==> src/rtl/uart_mmio_fifo_pkg.sv <==
// Shared definitions for the memory-mapped UART: register map, STATUS bit
// positions, divisor floor and serializer state encodings.
package uart_mmio_fifo_pkg;

   localparam logic [11:0] REG_DATA   = 12'h000;
   localparam logic [11:0] REG_STATUS = 12'h004;
   localparam logic [11:0] REG_DIV    = 12'h008;
   localparam logic [11:0] REG_IRQ_EN = 12'h00C;

   localparam int ST_TX_IDLE  = 0;
   localparam int ST_TX_FULL  = 1;
   localparam int ST_RX_VALID = 2;
   localparam int ST_RX_FULL  = 3;
   localparam int ST_TX_OVF   = 4;
   localparam int ST_RX_OVR   = 5;
   localparam int ST_FRM_ERR  = 6;

   localparam logic [15:0] MIN_DIV = 16'd4;

   typedef enum logic [1:0] {
      TX_IDLE  = 2'd0,
      TX_START = 2'd1,
      TX_DATA  = 2'd2,
      TX_STOP  = 2'd3
   } tx_state_e;

   typedef enum logic [1:0] {
      RX_IDLE  = 2'd0,
      RX_START = 2'd1,
      RX_DATA  = 2'd2,
      RX_STOP  = 2'd3
   } rx_state_e;

   function automatic logic [15:0] clamp_div(input logic [15:0] v);
      return (v < MIN_DIV) ? MIN_DIV : v;
   endfunction

endpackage

==> src/rtl/uart_sync_fifo.sv <==
// Single-clock FIFO with power-of-two depth; a simultaneous push and pop keeps
// the count unchanged even when full or empty (empty case bypasses wdata).
module uart_sync_fifo #(
   parameter int unsigned WIDTH = 8,
   parameter int unsigned DEPTH = 16
) (
   input  logic             clk,
   input  logic             rst,
   input  logic             push_i,
   input  logic [WIDTH-1:0] wdata_i,
   input  logic             pop_i,
   output logic [WIDTH-1:0] rdata_o,
   output logic             empty_o,
   output logic             full_o
);

   localparam int unsigned AW = (DEPTH > 1) ? $clog2(DEPTH) : 1;
   localparam logic [AW:0] FULL_CNT = (AW + 1)'(DEPTH);

   logic [WIDTH-1:0] mem_q [DEPTH];
   logic [AW-1:0]    wr_ptr_q;
   logic [AW-1:0]    rd_ptr_q;
   logic [AW:0]      count_q;
   logic             do_push;
   logic             do_pop;

   assign empty_o = (count_q == '0);
   assign full_o  = (count_q == FULL_CNT);
   assign do_push = push_i & (~full_o | pop_i);
   assign do_pop  = pop_i & (~empty_o | push_i);
   assign rdata_o = empty_o ? wdata_i : mem_q[rd_ptr_q];

   always_ff @(posedge clk) begin
      if (do_push) begin
         mem_q[wr_ptr_q] <= wdata_i;
      end
   end

   // Pointers wrap naturally because DEPTH is a power of two.
   always_ff @(posedge clk) begin
      if (rst) begin
         wr_ptr_q <= '0;
         rd_ptr_q <= '0;
         count_q  <= '0;
      end else begin
         if (do_push) wr_ptr_q <= wr_ptr_q + 1'b1;
         if (do_pop)  rd_ptr_q <= rd_ptr_q + 1'b1;
         if (do_push && !do_pop) begin
            count_q <= count_q + 1'b1;
         end else if (do_pop && !do_push) begin
            count_q <= count_q - 1'b1;
         end
      end
   end

endmodule

==> src/rtl/uart_mmio_fifo.sv <==
// Memory-mapped 8N1 UART with TX/RX FIFOs, programmable divisor, sticky
// error flags and a level interrupt.
module uart_mmio_fifo
   import uart_mmio_fifo_pkg::*;
#(
   parameter int unsigned TX_DEPTH    = 16,
   parameter int unsigned RX_DEPTH    = 16,
   parameter logic [15:0] DEFAULT_DIV = 16'd868
) (
   input  logic        clk,
   input  logic        rst,
   input  logic        data_sram_en,
   input  logic [3:0]  data_sram_wen,
   input  logic [31:0] data_sram_addr,
   input  logic [31:0] data_sram_wdata,
   output logic [31:0] data_sram_rdata,
   output logic        uart_tx_pin,
   input  logic        uart_rx_pin,
   output logic        irq
);

   logic        bus_wr, bus_rd;
   logic [11:0] bus_addr;
   logic        unused_bits;

   logic [15:0] div_q, div_d;
   logic [1:0]  irq_en_q, irq_en_d;
   logic        tx_ovf_q, tx_ovf_d, rx_ovr_q, rx_ovr_d, frm_err_q, frm_err_d;
   logic [31:0] rdata_q, rdata_d, status;
   logic        irq_q, irq_d;

   logic        tx_push, tx_pop, tx_empty, tx_full, tx_idle;
   logic [7:0]  tx_head;
   logic        rx_push, rx_pop, rx_empty, rx_full, rx_valid, frm_set;
   logic [7:0]  rx_head;

   tx_state_e   tx_state_q, tx_state_d;
   logic [15:0] tx_cnt_q, tx_cnt_d, tx_div_q, tx_div_d;
   logic [2:0]  tx_bit_q, tx_bit_d;
   logic [7:0]  tx_shift_q, tx_shift_d;
   logic        tx_pin_q, tx_pin_d, tx_bit_end;

   rx_state_e   rx_state_q, rx_state_d;
   logic [15:0] rx_cnt_q, rx_cnt_d, rx_div_q, rx_div_d, rx_half;
   logic [2:0]  rx_bit_q, rx_bit_d;
   logic [7:0]  rx_shift_q, rx_shift_d;
   logic        rx_s1_q, rx_s2_q, rx_prev_q, rx_bit_end;

   assign bus_wr      = data_sram_en & (|data_sram_wen);
   assign bus_rd      = data_sram_en & ~(|data_sram_wen);
   assign bus_addr    = data_sram_addr[11:0];
   assign unused_bits = ^{data_sram_addr[31:12], data_sram_wdata[31:16]};

   assign tx_push  = bus_wr & (bus_addr == REG_DATA);
   assign rx_pop   = bus_rd & (bus_addr == REG_DATA) & ~rx_empty;
   assign rx_valid = ~rx_empty;
   assign tx_idle  = tx_empty & (tx_state_q == TX_IDLE);

   uart_sync_fifo #(.WIDTH(8), .DEPTH(TX_DEPTH)) u_tx_fifo (
      .clk     (clk),
      .rst     (rst),
      .push_i  (tx_push),
      .wdata_i (data_sram_wdata[7:0]),
      .pop_i   (tx_pop),
      .rdata_o (tx_head),
      .empty_o (tx_empty),
      .full_o  (tx_full)
   );

   uart_sync_fifo #(.WIDTH(8), .DEPTH(RX_DEPTH)) u_rx_fifo (
      .clk     (clk),
      .rst     (rst),
      .push_i  (rx_push),
      .wdata_i (rx_shift_q),
      .pop_i   (rx_pop),
      .rdata_o (rx_head),
      .empty_o (rx_empty),
      .full_o  (rx_full)
   );

   always_comb begin
      status              = '0;
      status[ST_TX_IDLE]  = tx_idle;
      status[ST_TX_FULL]  = tx_full;
      status[ST_RX_VALID] = rx_valid;
      status[ST_RX_FULL]  = rx_full;
      status[ST_TX_OVF]   = tx_ovf_q;
      status[ST_RX_OVR]   = rx_ovr_q;
      status[ST_FRM_ERR]  = frm_err_q;
   end

   // Register file; sticky sets win over a same-cycle W1C clear.
   always_comb begin
      rdata_d  = '0;
      div_d    = div_q;
      irq_en_d = irq_en_q;
      tx_ovf_d = tx_ovf_q;
      rx_ovr_d = rx_ovr_q;
      frm_err_d = frm_err_q;
      if (bus_rd) begin
         case (bus_addr)
            REG_DATA:   rdata_d = rx_empty ? 32'd0 : {24'd0, rx_head};
            REG_STATUS: rdata_d = status;
            REG_DIV:    rdata_d = {16'd0, div_q};
            REG_IRQ_EN: rdata_d = {30'd0, irq_en_q};
            default:    rdata_d = '0;
         endcase
      end
      if (bus_wr) begin
         case (bus_addr)
            REG_STATUS: begin
               if (data_sram_wdata[ST_TX_OVF])  tx_ovf_d  = 1'b0;
               if (data_sram_wdata[ST_RX_OVR])  rx_ovr_d  = 1'b0;
               if (data_sram_wdata[ST_FRM_ERR]) frm_err_d = 1'b0;
            end
            REG_DIV:    div_d    = clamp_div(data_sram_wdata[15:0]);
            REG_IRQ_EN: irq_en_d = data_sram_wdata[1:0];
            default:    ;
         endcase
      end
      if (tx_push && tx_full && !tx_pop) tx_ovf_d  = 1'b1;
      if (rx_push && rx_full && !rx_pop) rx_ovr_d  = 1'b1;
      if (frm_set)                       frm_err_d = 1'b1;
      irq_d = (irq_en_q[0] & rx_valid) | (irq_en_q[1] & tx_idle);
   end

   assign tx_bit_end = (tx_cnt_q == tx_div_q - 16'd1);

   // Serializer: pin is registered alongside the next state.
   always_comb begin
      tx_state_d = tx_state_q;
      tx_cnt_d   = tx_cnt_q + 16'd1;
      tx_bit_d   = tx_bit_q;
      tx_shift_d = tx_shift_q;
      tx_div_d   = tx_div_q;
      tx_pin_d   = tx_pin_q;
      tx_pop     = 1'b0;
      case (tx_state_q)
         TX_IDLE: begin
            tx_cnt_d = '0;
            tx_pin_d = 1'b1;
            if (!tx_empty) begin
               tx_pop     = 1'b1;
               tx_shift_d = tx_head;
               tx_div_d   = div_q;
               tx_state_d = TX_START;
               tx_pin_d   = 1'b0;
            end
         end
         TX_START: begin
            if (tx_bit_end) begin
               tx_cnt_d   = '0;
               tx_bit_d   = '0;
               tx_state_d = TX_DATA;
               tx_pin_d   = tx_shift_q[0];
            end
         end
         TX_DATA: begin
            if (tx_bit_end) begin
               tx_cnt_d = '0;
               if (tx_bit_q == 3'd7) begin
                  tx_state_d = TX_STOP;
                  tx_pin_d   = 1'b1;
               end else begin
                  tx_bit_d   = tx_bit_q + 3'd1;
                  tx_shift_d = {1'b0, tx_shift_q[7:1]};
                  tx_pin_d   = tx_shift_q[1];
               end
            end
         end
         default: begin
            if (tx_bit_end) begin
               tx_cnt_d   = '0;
               tx_state_d = TX_IDLE;
               tx_pin_d   = 1'b1;
            end
         end
      endcase
   end

   assign rx_half    = {1'b0, rx_div_q[15:1]};
   assign rx_bit_end = (rx_cnt_q == rx_div_q - 16'd1);

   always_comb begin
      rx_state_d = rx_state_q;
      rx_cnt_d   = rx_cnt_q + 16'd1;
      rx_bit_d   = rx_bit_q;
      rx_shift_d = rx_shift_q;
      rx_div_d   = rx_div_q;
      rx_push    = 1'b0;
      frm_set    = 1'b0;
      case (rx_state_q)
         RX_IDLE: begin
            rx_cnt_d = '0;
            if (rx_prev_q && !rx_s2_q) begin
               rx_state_d = RX_START;
               rx_div_d   = div_q;
            end
         end
         RX_START: begin
            // Mid-start check rejects short glitches.
            if (rx_cnt_q == rx_half - 16'd1) begin
               rx_cnt_d   = '0;
               rx_bit_d   = '0;
               rx_state_d = rx_s2_q ? RX_IDLE : RX_DATA;
            end
         end
         RX_DATA: begin
            if (rx_bit_end) begin
               rx_cnt_d   = '0;
               rx_shift_d = {rx_s2_q, rx_shift_q[7:1]};
               rx_bit_d   = rx_bit_q + 3'd1;
               if (rx_bit_q == 3'd7) rx_state_d = RX_STOP;
            end
         end
         default: begin
            if (rx_bit_end) begin
               rx_cnt_d   = '0;
               rx_state_d = RX_IDLE;
               rx_push    = rx_s2_q;
               frm_set    = ~rx_s2_q;
            end
         end
      endcase
   end

   always_ff @(posedge clk) begin
      if (rst) begin
         div_q      <= DEFAULT_DIV;
         irq_en_q   <= '0;
         tx_ovf_q   <= 1'b0;
         rx_ovr_q   <= 1'b0;
         frm_err_q  <= 1'b0;
         rdata_q    <= '0;
         irq_q      <= 1'b0;
         tx_state_q <= TX_IDLE;
         tx_cnt_q   <= '0;
         tx_bit_q   <= '0;
         tx_shift_q <= '0;
         tx_div_q   <= DEFAULT_DIV;
         tx_pin_q   <= 1'b1;
         rx_state_q <= RX_IDLE;
         rx_cnt_q   <= '0;
         rx_bit_q   <= '0;
         rx_shift_q <= '0;
         rx_div_q   <= DEFAULT_DIV;
         rx_s1_q    <= 1'b1;
         rx_s2_q    <= 1'b1;
         rx_prev_q  <= 1'b1;
      end else begin
         div_q      <= div_d;
         irq_en_q   <= irq_en_d;
         tx_ovf_q   <= tx_ovf_d;
         rx_ovr_q   <= rx_ovr_d;
         frm_err_q  <= frm_err_d;
         rdata_q    <= rdata_d;
         irq_q      <= irq_d;
         tx_state_q <= tx_state_d;
         tx_cnt_q   <= tx_cnt_d;
         tx_bit_q   <= tx_bit_d;
         tx_shift_q <= tx_shift_d;
         tx_div_q   <= tx_div_d;
         tx_pin_q   <= tx_pin_d;
         rx_state_q <= rx_state_d;
         rx_cnt_q   <= rx_cnt_d;
         rx_bit_q   <= rx_bit_d;
         rx_shift_q <= rx_shift_d;
         rx_div_q   <= rx_div_d;
         rx_s1_q    <= uart_rx_pin;
         rx_s2_q    <= rx_s1_q;
         rx_prev_q  <= rx_s2_q;
      end
   end

   assign data_sram_rdata = rdata_q;
   assign uart_tx_pin     = tx_pin_q;
   assign irq             = irq_q;

endmodule

==> config.mk <==
export PLATFORM = sky130hd
export DESIGN_NAME = uart_mmio_fifo
export DESIGN_NICKNAME = d
export VERILOG_FILES = /design/src/rtl/uart_mmio_fifo_pkg.sv /design/src/rtl/uart_sync_fifo.sv /design/src/rtl/uart_mmio_fifo.sv
export SDC_FILE = /design/constraint.sdc
export NUM_CORES = 1
export LEC_CHECK = 0
export ABC_AREA = 1
export CORE_ASPECT_RATIO = 0.75
export CORE_MARGIN = 5
export CORE_UTILIZATION = 37
export DETAILED_ROUTE_END_ITERATION = 10
export GPL_TIMING_DRIVEN = 0
export PLACE_DENSITY_LB_ADDON = 0.25
export SETUP_SLACK_MARGIN = 0.5
export SLEW_MARGIN = 20
export SYNTH_ARGS = -nofsm -noshare
export SYNTH_HDL_FRONTEND = slang
export SYNTH_SLANG_ARGS = --single-unit
==> constraint.sdc <==
create_clock -name clk -period 5.4 [get_ports clk]
set_input_delay 0.54 -clock clk [delete_from_list [all_inputs] [get_ports clk]]
set_output_delay 0.54 -clock clk [all_outputs]
set_load 0.02 [all_outputs]
==> key figures <==
Outcome
  – Status: complete, no violations

Setup path
  – Crit path cell chain: inv_1, ha_1, nand2_1, inv_1, nand2_1, nand2_1, nand2_1, nor2_1, nand4_1, nor2_1, nand4_1, nor2_4, ha_1, inv_1, fa_1, a21o_1, a21oi_1, nor2_1, nor2_1, nand2_1, o21ai_0, a21oi_1
  – CP Class: reg2reg
  – Critical path data arrival time: 4.48 ns
  – CP max-delay cell: fa_1
  – Most frequent CP cell: nand2_1
  – CP required: 5.85 ns
  – Worst setup EP type: register
  – Worst R2R Setup Slack: 1.37 ns
  – Worst Path Max Fanout: 7
  – Worst Setup Start Kind: register
  – CP peak stage delay: 0.43 ns
  – Register-to-Register Path Depth: 22

Placement
  – Pre-CTS setup slack: 0.971 ns
  – Placer's final routability congestion estimate: 0.928
  – Number of port buffers: 53
  – Post-Place Cells: 2928
  – Post-DP HPWL: 39200 µm

Cells and area
  – Layout cells sized above 1: 6.23%
  – Syn-to-layout area delta: 14.6%
  – Layout Nets: 2366
  – Cell Count, Final, Fillers Out: 3007
  – Diode count: 0

Clocking
  – Total CTS buffers: 43
  – Number of setup buffers added after CTS: 0
  – Clock transition at path regs: 0.06 ns
  – Post-CTS sizing: 0
  – Clock Latency Late Sink: 0.57 ns
  – Clock Sinks: 422
  – Clock Path Buffers: 3
  – # hold bufs at CTS: 0
  – H-tree levels: 2
  – CTS tree: yes
  – Root Driver: clkbuf_16

STA
  – Final setup viols: 0
  – Slew headroom: 29.0%
  – Final cycle utilization of the critical path: 74.5%
  – Period minus WS final: 4.03 ns
  – RSZ-0062 raised after global routing: false
  – F_max: 248 MHz
  – Worst-Margin Slew: 1.06 ns
  – Setup Skew: 0.0179 ns
  – Slew Viols, Final: 0
  – Post-route setup slack: 1.37 ns
  – Setup TNS: 0 ns
  – Final Hold Viols: 0

Yosys
  – Number of synthesized flops with an enable pin: 256
  – Main combinational cell family by area after synthesis: simple AND/OR/NAND/NOR gates
  – Mux share of post-synthesis cell area: 0.205%
  – Yosys top cell by area: edfxtp_1
  – Ranking of synthesized cells by area: edfxtp_1 (39%), dfxtp_1 (17%), nand2_1 (7.0%), nor2_1 (6.7%), o21ai_0 (4.1%)
  – Compound-Gate Fraction of Synth Area: 11.3%
  – Synth Area in XOR/XNOR: 3.54%
  – Cells after synthesis: 2148
  – Synth cell types: 58
  – Area share of the leading cell type in the synthesized netlist: 39.3%
  – Synthesized-area fraction occupied by adder cells: 2.19%
  – Main flop type after synthesis: edfxtp_1
  – Register area share after synthesis: 56.3%
  – Syn. warnings: 0
  – Simple-Gate Fraction of Synth Area: 20.1%
  – Synthesized area per cell: 9.11 µm²
  – Synthesis-stage register bit count: 422
  – Synth Cell Area: 19600 µm²
  – Async SR Flop Fraction: 0%

Hold path
  – Hold Path Stages: 1
  – Worst Hold Class: reg2reg

Routing
  – WL/cell: 17.9 µm
  – Via count: 15200
  – DRT iter0 DRCs: 1442
  – Total Wirelength: 54000 µm
  – Routed Antenna Nets: 0
  – Drt via density: 5.06
  – DRT Pass-1 Iters: 5
  – Residual DRC count: 0

Power and ir drop
  – Leak: 8.37 nW
  – Pwr dens: 388 nW/µm²
  – Peak supply drop: 0.237 mV

Global routing
  – Overall Global Routing Usage: 18.5%
  – First-pass GRT wire length: 83600 µm
  – GRT Residual Overflow: 0
  – Vias in the first global route: 14400
  – Initial antenna violation count: 0
  – Largest net degree at the start of global routing: 20

Run
  – Max-cap violations: 0

Floorplanning
  – Die area: 57600 µm²
  – CORE AREA: 52700 µm²
  – Initial Util: 37.1%
  – Die Wd: 276 µm
  – Die Span Y: 209 µm
  – I/O Pins: 106
  – FP Rows: 73
## kinds of logic (layout without fill, tap and decap cells)
kind of cell | count (synthesis) | count (layout)
multiplexers | 4 | 4
XOR/XNOR | 76 | 76
AO/OA/AOI/OAI | 384 | 384
flip-flops | 422 | 422
AND/OR/NAND/NOR | 922 | 922
adder cells (fa/ha/maj) | 33 | 33
buffers and inverters | 306 | 438
other | 1 | 16
## sequential cells by signal, summed over array words and instances (netlist names), 5 cells and up, named ones only
| name | cells |
|---|---|
| data_sram_rdata | 16 |
| tx_shift_q | 8 |
| u_tx_fifo.mem_q | 128 |
| tx_div_q | 16 |
| tx_cnt_q | 16 |
| rx_div_q | 16 |
| div_q | 16 |
| u_rx_fifo.mem_q | 128 |
| u_tx_fifo.count_q | 5 |
| rx_shift_q | 8 |
| u_rx_fifo.count_q | 5 |
| rx_cnt_q | 16 |
## per-stage QoR
stage	util [%]	hold slack (ns)	area, µm²	power (mW)
5_1_grt	42.6	0.431	22400	9.19
3_5_place_dp	39.9	0.394	21100	5.80
4_1_cts	42.6	0.408	22400	8.75
2_1_floorplan	-	0.389	19600	5.16
3_3_place_gp	39.9	0.392	21100	5.77
6_report	42.6	0.407	22400	8.71
## critical path: cells and delay by family, from the launching register on
family / cells / cell delay [ns]
buffers and inverters: 3 / 0.45
adders and majority gates: 3 / 0.94
and+or+nand+nor: 12 / 1.54
AOI/OAI and AO/OA: 4 / 0.55
DFF: 1 / 0.42
## report_power, final
| group | total [mW] | internal, mW | leakage (nW) | switching [mW] |
|---|---|---|---|---|
| Sequential | 3.70 | 3.54 | 3.80 | 0.155 |
| Combinational | 2.05 | 0.661 | 3.90 | 1.39 |
| Clock | 2.96 | 1.67 | 0.673 | 1.28 |
## worst paths after layout
path | from | end
hold / removal | rx_s1_q | rx_s2_q
setup / recovery | rx_div_q[2] | u_rx_fifo.count_q[4]
hold reg to reg | rx_s1_q | rx_s2_q
setup reg to reg | rx_div_q[2] | u_rx_fifo.count_q[4]
## placed cells by master (no fill, tap or decap), drive strengths merged, types with 3 or more instances in the layout
cell	synthesis	routed
nand2	373	373
nor2	367	367
edfxtp	256	256
inv	204	207
o21ai	169	169
dfxtp	166	166
clkbuf	66	123
a21oi	110	110
nand3	105	105
clkdlybuf4s50	0	53
xor2	42	42
o211ai	38	38
buf	35	35
xnor2	32	32
ha	31	31
nor3	27	27
nand4	25	25
conb	1	16
o22ai	15	15
clkinv	1	15
o32ai	10	10
a221oi	10	10
a31oi	9	9
o21a	6	6
or2	6	6
nand3b	5	5
nor4	5	5
mux2i	4	4
or3	4	4
a21boi	4	4
and3	3	3
o221ai	3	3
a221o	3	3
bufinv	0	3
## synthesized netlist by cell type (31+ instances only)
cell type	count
nand2_1	364
nor2_1	347
edfxtp_1	256
inv_1	197
dfxtp_1	166
o21ai_0	162
a21oi_1	104
nand3_1	101
clkbuf_1	66
xor2_1	42
o211ai_1	38
xnor2_1	32
ha_1	31
## layer usage
layer  up-vias  part of all wire (%)  track usage (%)
met5         -                     0                0
met4         0                   2.2             4.60
met3        79                   6.7             3.39
met2       449                    41             26.4
met1      7242                    50             28.9
li1       7459                     -                -
## final cells by class
cell class	count	area (µm²)
Buffer	101	473
Clock buffer	57	1160
Clock inverter	22	219
Fill cell	5165	30300
Inverter	205	769
Multi-Input combinational cell	1435	7380
Sequential cell	422	11000
Tap cell	712	891
Timing Repair Buffer	53	531
Power figures use the tool's default switching activity.
